<file path="config.mk">
export PLATFORM = sky130hd
export DESIGN_NAME = seg7_dispn
export DESIGN_NICKNAME = d
export VERILOG_FILES = /design/src/rtl/seg7_pkg.sv /design/src/rtl/seg7_hexdec.sv /design/src/rtl/seg7_dispn.sv
export SDC_FILE = /design/constraint.sdc
export NUM_CORES = 1
export LEC_CHECK = 0
export CORE_MARGIN = 4
export CORE_UTILIZATION = 35
export DETAILED_ROUTE_END_ITERATION = 8
export DONT_BUFFER_PORTS = 1
export PLACE_DENSITY_LB_ADDON = 0.12
export SKIP_CTS_REPAIR_TIMING = 1
export SLEW_MARGIN = 30
export SYNTH_ARGS = -nofsm -noshare
export SYNTH_HDL_FRONTEND = slang
export SYNTH_SLANG_ARGS = --single-unit
</file>
<file path="constraint.sdc">
create_clock -name clk -period 6.2 [get_ports clk]
set_clock_uncertainty 0.15 [all_clocks]
set_input_delay 0.62 -clock clk [delete_from_list [all_inputs] [get_ports clk]]
set_output_delay 0.62 -clock clk [all_outputs]
set_load 0.1 [all_outputs]
</file>
<file path="src/rtl/seg7_pkg.sv">
// Shared constants for the multiplexed 7-segment display controller:
// register map, CTRL field layout and the hex glyph table.
package seg7_pkg;

  localparam logic [1:0] REG_DIGITS = 2'd0;
  localparam logic [1:0] REG_DP     = 2'd1;
  localparam logic [1:0] REG_CTRL   = 2'd2;
  localparam logic [1:0] REG_STATUS = 2'd3;

  localparam int CTRL_EN_BIT    = 0;
  localparam int CTRL_BLANK_BIT = 1;
  localparam int CTRL_BRT_LSB   = 4;
  localparam int CTRL_BRT_W     = 4;
  localparam int STAT_PEND_BIT  = 16;

  typedef struct packed {
    logic [3:0] bright;
    logic       blank;
    logic       en;
  } ctrl_t;

  localparam ctrl_t CTRL_RESET = '{bright: 4'hF, blank: 1'b0, en: 1'b1};

  // Entry n occupies bits [7n+6:7n], segment order gfedcba, active-high.
  localparam logic [111:0] GLYPH_TABLE = {
    7'h71, 7'h79, 7'h5E, 7'h39, 7'h7C, 7'h77, 7'h6F, 7'h7F,
    7'h07, 7'h7D, 7'h6D, 7'h66, 7'h4F, 7'h5B, 7'h06, 7'h3F
  };

  function automatic logic [6:0] hex_glyph(input logic [3:0] nib);
    return GLYPH_TABLE[int'(nib) * 7 +: 7];
  endfunction

  function automatic ctrl_t ctrl_unpack(input logic [31:0] w);
    ctrl_t c;
    c.en     = w[CTRL_EN_BIT];
    c.blank  = w[CTRL_BLANK_BIT];
    c.bright = w[CTRL_BRT_LSB +: CTRL_BRT_W];
    return c;
  endfunction

  function automatic logic [31:0] ctrl_pack(input ctrl_t c);
    logic [31:0] w;
    w = '0;
    w[CTRL_EN_BIT]                  = c.en;
    w[CTRL_BLANK_BIT]               = c.blank;
    w[CTRL_BRT_LSB +: CTRL_BRT_W]   = c.bright;
    return w;
  endfunction

endpackage

</file>
<file path="src/rtl/seg7_hexdec.sv">
// Combinational nibble-to-glyph decoder (active-high segments, gfedcba).
module seg7_hexdec
  import seg7_pkg::*;
(
  input  logic [3:0] nib_i,
  output logic [6:0] seg_o
);

  assign seg_o = hex_glyph(nib_i);

endmodule

</file>
<file path="src/rtl/seg7_dispn.sv">
// Register-programmed N-digit multiplexed 7-segment driver with PWM
// brightness, leading-zero blanking and frame-synchronised digit updates.
module seg7_dispn
  import seg7_pkg::*;
#(
  parameter int NDIG        = 4,
  parameter int SUB_DIV     = 3125,
  parameter bit SEG_ACT_LOW = 1'b1,
  parameter bit COM_ACT_LOW = 1'b1
) (
  input  logic            clk,
  input  logic            reset_n,
  input  logic            sel,
  input  logic            rw,
  input  logic [1:0]      addr,
  input  logic [31:0]     wdata,
  output logic [31:0]     rdata,
  output logic [6:0]      oSEG,
  output logic            oSEGDP,
  output logic [NDIG-1:0] oCOM
);

  localparam int SUB_W = (SUB_DIV > 1) ? $clog2(SUB_DIV) : 1;
  localparam int DIG_W = (NDIG > 1) ? $clog2(NDIG) : 1;
  localparam int NIB_W = 4 * NDIG;
  localparam logic [SUB_W-1:0] SUB_LAST = SUB_W'(SUB_DIV - 1);
  localparam logic [DIG_W-1:0] DIG_LAST = DIG_W'(NDIG - 1);

  ctrl_t            ctrl_q, ctrl_d;
  logic [NIB_W-1:0] dig_stage_q, dig_stage_d, dig_act_q, dig_act_d;
  logic [NDIG-1:0]  dp_stage_q, dp_stage_d, dp_act_q, dp_act_d;
  logic             pend_q, pend_d;
  logic [15:0]      frame_q, frame_d;
  logic [SUB_W-1:0] sub_cnt_q, sub_cnt_d;
  logic [3:0]       sub_idx_q, sub_idx_d;
  logic [DIG_W-1:0] dig_q, dig_d;
  logic [31:0]      rdata_q, rdata_d;
  logic [NDIG-1:0]  com_q, com_d;
  logic [6:0]       seg_q, seg_d;
  logic             dp_q, dp_d;

  logic             wr, rd, wr_dig, wr_dp, wr_ctrl;
  logic             run, frame_end, boundary;
  logic [3:0]       nib_cur;
  logic             dp_cur, blank_cur;
  logic [NDIG-1:0]  lz_blank;
  logic [6:0]       glyph_cur;
  logic             unused_wdata;

  assign wr      = sel & rw;
  assign rd      = sel & ~rw;
  assign wr_dig  = wr && (addr == REG_DIGITS);
  assign wr_dp   = wr && (addr == REG_DP);
  assign wr_ctrl = wr && (addr == REG_CTRL);
  assign unused_wdata = ^wdata;

  // CTRL takes effect in the write cycle itself so the outputs registered
  // on that edge already reflect it.
  assign ctrl_d = wr_ctrl ? ctrl_unpack(wdata) : ctrl_q;
  assign run    = ctrl_d.en;

  assign frame_end = (sub_cnt_q == SUB_LAST) && (sub_idx_q == 4'hF) &&
                     (dig_q == DIG_LAST);
  assign boundary  = !run || frame_end;

  // Staging is always loaded; a write landing on a boundary goes straight to active.
  assign dig_stage_d = wr_dig ? wdata[NIB_W-1:0] : dig_stage_q;
  assign dp_stage_d  = wr_dp  ? wdata[NDIG-1:0]  : dp_stage_q;
  assign dig_act_d   = boundary ? dig_stage_d : dig_act_q;
  assign dp_act_d    = boundary ? dp_stage_d  : dp_act_q;
  assign pend_d      = boundary ? 1'b0 : (pend_q | wr_dig | wr_dp);
  assign frame_d     = (run && frame_end) ? frame_q + 16'd1 : frame_q;

  always_comb begin
    sub_cnt_d = sub_cnt_q + SUB_W'(1);
    sub_idx_d = sub_idx_q;
    dig_d     = dig_q;
    if (!run) begin
      sub_cnt_d = '0;
      sub_idx_d = '0;
      dig_d     = '0;
    end else if (sub_cnt_q == SUB_LAST) begin
      sub_cnt_d = '0;
      sub_idx_d = sub_idx_q + 4'd1;
      if (sub_idx_q == 4'hF) begin
        dig_d = (dig_q == DIG_LAST) ? '0 : dig_q + DIG_W'(1);
      end
    end
  end

  // A digit is a leading zero when it and every digit above it are zero.
  always_comb begin : p_lz
    logic zero_above;
    zero_above = 1'b1;
    lz_blank   = '0;
    for (int i = NDIG - 1; i >= 0; i--) begin
      zero_above  = zero_above && (dig_act_q[4*i +: 4] == 4'h0);
      lz_blank[i] = zero_above && (i != 0);
    end
  end

  always_comb begin
    nib_cur   = '0;
    dp_cur    = 1'b0;
    blank_cur = 1'b0;
    for (int i = 0; i < NDIG; i++) begin
      if (dig_q == DIG_W'(i)) begin
        nib_cur   = dig_act_q[4*i +: 4];
        dp_cur    = dp_act_q[i];
        blank_cur = lz_blank[i];
      end
    end
  end

  seg7_hexdec u_hexdec (
    .nib_i (nib_cur),
    .seg_o (glyph_cur)
  );

  always_comb begin
    com_d = '0;
    seg_d = '0;
    dp_d  = 1'b0;
    if (run && !(ctrl_d.blank && blank_cur)) begin
      seg_d = glyph_cur;
      dp_d  = dp_cur;
      for (int i = 0; i < NDIG; i++) begin
        com_d[i] = (dig_q == DIG_W'(i)) && (sub_idx_q <= ctrl_d.bright);
      end
    end
  end

  always_comb begin
    rdata_d = rdata_q;
    if (rd) begin
      case (addr)
        REG_DIGITS: rdata_d = 32'(dig_stage_q);
        REG_DP:     rdata_d = 32'(dp_stage_q);
        REG_CTRL:   rdata_d = ctrl_pack(ctrl_q);
        default: begin
          rdata_d                = '0;
          rdata_d[15:0]          = frame_q;
          rdata_d[STAT_PEND_BIT] = pend_q;
        end
      endcase
    end
  end

  always_ff @(posedge clk or negedge reset_n) begin
    if (!reset_n) begin
      ctrl_q      <= CTRL_RESET;
      dig_stage_q <= '0;
      dig_act_q   <= '0;
      dp_stage_q  <= '0;
      dp_act_q    <= '0;
      pend_q      <= 1'b0;
      frame_q     <= '0;
      sub_cnt_q   <= '0;
      sub_idx_q   <= '0;
      dig_q       <= '0;
      rdata_q     <= '0;
      com_q       <= '0;
      seg_q       <= '0;
      dp_q        <= 1'b0;
    end else begin
      ctrl_q      <= ctrl_d;
      dig_stage_q <= dig_stage_d;
      dig_act_q   <= dig_act_d;
      dp_stage_q  <= dp_stage_d;
      dp_act_q    <= dp_act_d;
      pend_q      <= pend_d;
      frame_q     <= frame_d;
      sub_cnt_q   <= sub_cnt_d;
      sub_idx_q   <= sub_idx_d;
      dig_q       <= dig_d;
      rdata_q     <= rdata_d;
      com_q       <= com_d;
      seg_q       <= seg_d;
      dp_q        <= dp_d;
    end
  end

  assign rdata  = rdata_q;
  assign oCOM   = com_q ^ {NDIG{COM_ACT_LOW}};
  assign oSEG   = seg_q ^ {7{SEG_ACT_LOW}};
  assign oSEGDP = dp_q ^ SEG_ACT_LOW;

endmodule
</file>
Word-level counts from Yosys, hierarchy flattened
Index checks and enable logic that the tools add are counted.

Output and inout bits: 44. Flip-flop bits (word level): 125. Word-level logic and storage cells: 90. Input port bits: 38.

Eq/ne operators: 9. Add/sub/neg operators: 4. Multiplexer cells: 27. Bitwise logic cells: 8. Reductions and logical operators: 23. Shift operators: 1. Order comparisons: 1. $mul: 1.

Operators with widths (count): indexed part select 112 x 32 -> 7 bit (first input constant) (1); one-hot mux 17 bit (3 select lines) (1); two-way mux 4 bit (8); two-way mux 12 bit (2); adder 16 x 1 -> 16 bit (second input constant) (1); two-way mux 16 bit (1); logical AND 1 bit (14); adder 12 x 1 -> 12 bit (second input constant) (1); equality test 12 bit (second input constant) (1); zero test 4 bit (3); two-way mux 1 bit (9); two-way mux 2 bit (4); multiplier 4 x 3 -> 7 bit (second input constant) (1); two-way mux 7 bit (1); inverter 7 bit (1); equality test 2 bit (second input constant) (3); two-way mux 6 bit (1); adder 4 x 1 -> 4 bit (second input constant) (1); equality test 2 x 1 -> 1 bit (second input constant) (2); equality test 4 bit (second input constant) (1); less-or-equal comparator 4 bit (1); zero test 2 bit (2); != test 2 x 1 -> 1 bit (second input constant) (2); inverter 4 bit (1); other kinds (7) (11).

Logic depth before layout (Yosys ltp)
Depth in word-level cells: 10. Gate-level depth with buffers: 11. Gate-level depth less buffers: 11.

Modules after synthesis
Synthesis repeated with hierarchy kept, for this count alone.

Cell total of the unflattened synthesis: 494. Area total of the unflattened synthesis: 5610.4 sq um.

Modules (own cells, without submodules): seg7_dispn (cells an instance 461, seq. area each 2758.9 sq um, times used 1, area an instance 5322.6 sq um); seg7_hexdec (cells an instance 33, seq. area each 0.0 sq um, times used 1, area an instance 287.8 sq um).

Worst setup path before layout
No wires, ideal clock.

Kind: in2reg. Start: in addr[1]. End: reg dig_act_q[13]. Path slack: 3.686 ns. Arrival time: 2.236 ns. Path buffers: 3. Stages: 7. Setup time: 0.127 ns. Required time: 5.923 ns. Cell sequence: buf_2 -> nor2_1 -> and3_1 -> clkbuf_1 -> buf_2 -> mux2_2 -> mux2_1.

RTL lines: start: declaration (RTL line seg7_dispn.sv:15) `input logic [1:0] addr,`; zero test 2 bit (RTL line seg7_dispn.sv:52) `assign wr_dig = wr && (addr == REG_DIGITS);`; logical AND 1 bit (RTL line seg7_dispn.sv:52); two-way mux 16 bit (RTL line seg7_dispn.sv:67) `assign dig_stage_d = wr_dig ? wdata[NIB_W-1:0] : dig_stage_q;`; named net dig_stage_d[13] (RTL line seg7_dispn.sv:30) `logic [NIB_W-1:0] dig_stage_q, dig_stage_d, dig_act_q, dig_act_d;`; end signal: assignment (RTL line seg7_dispn.sv:168) `dig_act_q <= dig_act_d;`; end: declaration (RTL line seg7_dispn.sv:30).

The timed path passes the listed nets, and every way through them passes these cells. A chain may end at the register's enable or synchronous reset.

Final worst setup path
Start: in addr[1]. End: reg dig_act_q[9].

The elaborated chain is that of the path after synthesis.

==> results_dict.tcl <==
set metrics [dict create \
    outcome "finished, final reports clean" \
    path_class "in2reg" \
    async_reset_ff_frac 1.00 \
    cts_sinks 110 \
    place_hpwl_um 8080 \
    synth_seq_cells 110 \
    antennaDiodeCount 0 \
    fillers 1462 \
    yosysTopAreaCellShare 0.492 \
    crit_fanout 16 \
    max_stage_delay_ns 0.84 \
    rrSetupSlack_ns 3.43 \
    die_w_um 131 \
    critPathRequiredTime_ns 6.29 \
    reg2reg_to "com_q[1]" \
    drt_iter0_drc 154 \
    drc 0 \
    power_per_cell_area_nw_per_um2 395 \
    layout-drive-gt1-share 0.175 \
    hold_path_class "in2async" \
    r2r-start "dig_q[1]" \
    synth-edff-count 0 \
    tightest_slew_ns 0.910 \
    fin_nets 532 \
    cpMaxStageDelayCell "and3_1" \
    seqCellArea_um2 2760 \
    tns_ns 0 \
    gp_congestion 0.782 \
    place_inst 648 \
    grt_pass1_vias 3405 \
    syn_area_per_cell_um2 11.1 \
    final_cells 664 \
    antenna_found_initial 0 \
    slew_viol_final 0 \
    yosysUniqueCellTypes 57 \
    clk_pin_slew_worst_paths_ns 0.08 \
    start_util 0.362 \
    wire_per_inst_um 17.0 \
    period_share 0.451 \
    r2r_cells 8 \
    maxCapViolCount 0 \
    cp-start-kind "input pin" \
    crit_arrival_ns 2.88 \
    fp.dieH_um 131 \
    ys_seq_area_frac 0.517 \
    hold_viol 0 \
    grt_max_degree 111 \
    setup_viol_count_final 0 \
    fin_crit_ns 2.80 \
    overflow 0 \
    design.die.area_um2 17300 \
    io_pins 82 \
    netlist_area_um2 5340 \
    synthTopCellsByArea "dfrtp_1 49%, mux2_2 9.5%, ha_1 4.2%, nand2_1 3.0%, nor2_1 3.0%" \
    slew_headroom 0.393 \
    viasPerCell 4.96 \
    grt_pass1_wl_um 18600 \
    clockRootBuffer "clkbuf_16" \
    synth.largest_area_cell "dfrtp_1" \
    rsz0062_at_grt "no" \
    yosys_warnings 0 \
    htreeDepth 3 \
    syn-instance-count 481 \
    insertion_delay_ns 0.35 \
    firstDrtPassIters 4 \
    ys_dominant_reg_cell "dfrtp_1" \
    cts_buffers 9 \
    core_area_um2 14800 \
    cp_cell_sequence "nor2_1 > and3_1 > mux2_2 > mux2_1" \
    areaGrowthSynthToFinish_pct 7.90 \
    multi_input_area_um2 2320 \
    cts_tree "built" \
    routed_wl_um 11300 \
    fmaxAchievable_mhz 358 \
    num_vias 3294 \
    cp-end-kind "flop" \
    crit_buf_inv 0 \
    clock_path_buffers 2 \
    rows 44 \
    fin_util 0.390 \
    grt_usage 0.136 \
    numPortBuffers 0 \
    drtAntennaViolNets 0 \
    crit_family "simple AND/OR/NAND/NOR gates" \
    power.leakage_nw 2.59 \
    max-vdd-ir-drop_v 0.000282 \
]
## metrics by stage
step / instance area, um2 / total power [mW] / worst slack (ns) / hold WS (ns)
2_1_floorplan: 5390 / 1.58 / 3.69 / 0.174
3_3_place_gp: 5420 / 1.67 / 2.98 / 0.181
3_5_place_dp: 5420 / 1.68 / 2.99 / 0.181
4_1_cts: 5720 / 2.29 / 3.36 / -0.206
5_1_grt: 5760 / 2.41 / 3.17 / 0.0859
6_report: 5760 / 2.28 / 3.40 / 0.0550
## registers in the layout, summed over array words and instances, names as in the netlist
| signal | count |
|---|---|
| dig_q | 2 |
| sub_cnt_q | 12 |
| dig_act_q | 16 |
| seg_q | 7 |
| ctrl_q | 6 |
| dp_stage_q | 4 |
| pend_q | 1 |
| dp_act_q | 4 |
| frame_q | 16 |
| com_q | 4 |
| rdata | 17 |
| dig_stage_q | 16 |
| dp_q | 1 |
| sub_idx_q | 4 |
## area by class of cell
type,count,share of cell area
Timing Repair Buffer,1,0.00478
Inverter,32,0.0209
Tap cell,184,0.0400
Clock buffer,10,0.0415
Sequential cell,110,0.479
Clock inverter,5,0.0115
Multi-Input combinational cell,322,0.402
## worst reg2reg max path: cells and delay by family (launching register included)
family	cells	cell delay (ns)
AO/OA/AOI/OAI	3	0.82
buffers and inverters	1	0.09
flip-flops	1	0.41
AND/OR/NAND/NOR	3	0.84
adder cells (fa/ha/maj)	1	0.34
## layout by cell type (no fill, tap or decap), types with 2 or more instances in the layout
cell / instances
a211oi_1: 3
a21oi_1: 13
a221oi_1: 2
a22oi_1: 10
and3_1: 4
and3_2: 2
and4_1: 2
clkbuf_16: 9
conb_1: 15
dfrtp_1: 105
dfstp_2: 5
ha_1: 18
inv_1: 32
mux2_1: 2
mux2_2: 45
mux2i_1: 13
mux4_2: 2
nand2_1: 43
nand2b_1: 3
nand3_1: 9
nand4_1: 8
nor2_1: 43
nor3_1: 6
o211ai_1: 3
o21a_1: 2
o21ai_0: 19
or2_2: 2
xnor2_1: 16
xor2_1: 12
## worst max path at each step
stage	slack, ns	to	start	cells past startpoint
2_1_floorplan	3.69	dig_act_q[13]	addr[1]	7
3_3_place_gp	2.98	dig_act_q[9]	addr[1]	4
3_5_place_dp	2.99	dig_act_q[9]	addr[1]	4
4_1_cts	3.36	seg_q[6]	dig_q[0]	6
5_1_grt	3.17	com_q[1]	dig_q[1]	8
6_report	3.40	dig_act_q[9]	addr[1]	4
## synthesized netlist by cell type, types with 6 or more instances
cell	instances
dfrtp_1	105
mux2_2	45
nand2_1	43
nor2_1	43
inv_1	32
o21ai_0	19
ha_1	18
buf_4	16
xnor2_1	16
a21oi_1	13
mux2i_1	13
xor2_1	12
a22oi_1	10
nand3_1	9
clkbuf_1	8
nand4_1	8
nor3_1	6
## power by group
group	switching (mW)	leakage (nW)	internal, mW	total [mW]
Sequential	0.214	1.41	0.855	1.07
Clock	0.274	0.147	0.328	0.602
Combinational	0.428	1.03	0.178	0.606
Total	0.916	2.59	1.36	2.28
## kinds of logic after synthesis
kind of cell,synth area share
other,0.000703
and+or+nand+nor,0.125
xor gates and xnor gates,0.0460
AOI/OAI and AO/OA,0.0741
adders and majority gates,0.0422
buffers and inverters,0.0605
muxes,0.135
DFF,0.517
## per-layer routing
metal  global-route usage  vias up  wire length (um)
met5                    0        -                 0
met4               0.0333        0               133
met3               0.0459       11               501
met2                0.211       62              5100
met1                0.185     1610              5580
li1                     -     1611                 -
(Power assumes the default switching activity.)
==> variant, RTL diff (same flow settings) <==
`COM_ACT_LOW`: 1'b1 -> 1'b0.
--- a/src/rtl/seg7_dispn.sv
+++ b/src/rtl/seg7_dispn.sv
@@ -7,5 +7,5 @@
   parameter int SUB_DIV     = 3125,
   parameter bit SEG_ACT_LOW = 1'b1,
-  parameter bit COM_ACT_LOW = 1'b1
+  parameter bit COM_ACT_LOW = 1'b0
 ) (
   input  logic            clk,
Formal check against the unedited RTL: not equivalent (Yosys sat finds a counterexample within 4 cycles, from zero or initial values and one cycle with reset_n low).
==> variant against the unedited design <==
  * Wire length rose by 0.99%
  * Global-route usage increased by 0.12 points
  * Cell area is 0.59% higher
  * Sequential cell count stayed put
  * Maximum frequency shrank 10%
  * First-iteration DRC count up 23%
  * Hold slack lost 0.034 ns
  * Clock power increased by 6.1%
  * Setup slack got worse by 0.32 ns
  * Synthesized cell count fell by 0.42%
  * Power increased by 1.3%
  * Synthesized area rose by 0.21%
  * Critical path type is now flop to flop
  * Critical endpoint is now seg_q[0]
  * Largest cell class unchanged
  * Largest power group unchanged
==> variant: results (changes against the unedited design) <==
Routability cong.: 0.838 (+7.1%)
Clk root buf: clkbuf_16
Clock transition at path regs: 0.07 ns
Slew @ Worst Pin: 0.916 ns (+0.00632 ns)
Drt initial violations: 190 (+23%)
Slowest cell on crit path: o21ai_0
Switch Pwr: 906 uW (-1.1%)
DP Wirelength: 8170 um (+1.1%)
Total CTS buffers: 9 (unchanged)
Setup WS post-layout: 3.09 ns (-0.316 ns)
Largest net degree at the start of global routing: 111 (unchanged)
# port buffers: 0 (unchanged)
Fraction of layout cells with a size suffix above 1: 18.0% (+0.49 points)
Top FF cell, synth: dfrtp_1
WL/cell: 17.3 um (+1.3%)
Synth Area in Adders: 4.21% (-0.0089 points)
P_leak: 2.59 nW (+0.11%)
1st-pass router iterations: 4 (unchanged)
Synth Instances: 479 (-0.42%)
Post-synthesis compound-gate area fraction: 7.46% (+0.055 points)
Commonest cells post-synth: dfrtp_1, mux2_2, nand2_1
Via count: 3297 (+0.091%)
Critical Path Max Stage Delay: 0.71 ns (-0.13 ns)
GRT Total Usage: 13.7% (+0.12 points)
Worst Setup SP: dig_q[0]
Synth cell types: 57 (unchanged)
Status: finished, final reports clean
Sequential share of power: 46.5% (-0.5 points)
Number of global-route vias before repair: 3401 (-0.12%)
Worst-Skew Late Latency: 0.35 ns (about the same)
Reg2reg path depth: 8 (unchanged)
Nets@finish: 529 (-0.56%)
Area contributors post-synth: dfrtp_1, mux2_2, ha_1, mux2i_1, nand2_1
Placed insts: 645 (-0.46%)
Area occupied by multi-input gates: 2340 um^2 (+0.97%)
CP Capture Point: seg_q[0]
Worst hold path class: primary input to asynchronous set/reset pin
H-tree depth: 3 (unchanged)
Largest register FFs: 17 (unchanged)
Final hold slack: 0.0207 ns (-0.0343 ns)
Sw frac: 39.3% (-0.95 points)
Total Wirelength: 11400 um (+0.99%)
Sequential fraction of the synthesis area: 51.6% (-0.11 points)
Cell family with most CP delay: compound AO/OA/AOI/OAI gates
VDD IR-drop max: 312 uV (+11%)
Comb. pwr: 594 uW (-2%)
Critical Path AT: 3.23 ns (+0.35 ns)
Place WS: 3.03 ns (+0.0407 ns)
Synth Area in XOR/XNOR: 4.09% (-0.50 points)
First-pass GRT wire length: 19000 um (+1.8%)
Initial antenna violation count: 0 (unchanged)
CP Launch Type: flop
DP Area: 5430 um^2 (+0.18%)
Crit path max fanout: 9 (-7)
Mux cell area share after synthesis: 13.7% (+0.28 points)
Fill cell count: 1433 (-2.0%)
-- variant: area by class of cell --
cell class	count	area share (%)
Inverter	28	1.81
Sequential cell	110	47.6
Clock inverter	6	1.60
Clock buffer	10	4.13
Tap cell	184	3.97
Multi-Input combinational cell	323	40.4
Timing Repair Buffer	1	0.475
-- variant: layer usage --
layer  up-vias  wire (um)  global-route usage [%]
li1       1616          -                       -
met1      1619       5530                    19.0
met2        55       5270                    21.0
met3         7        513                    4.63
met4         0        112                    2.92
met5         -          0                       0
-- variant: cells by family (layout without fill, tap and decap cells) --
| logic type | Yosys count | after routing |
|---|---|---|
| other | 1 | 15 |
| muxes | 64 | 64 |
| DFF | 110 | 110 |
| AOI/OAI and AO/OA | 66 | 66 |
| adders and majority gates | 18 | 18 |
| and+or+nand+nor | 135 | 135 |
| buffers and inverters | 60 | 45 |
| xor gates and xnor gates | 25 | 25 |
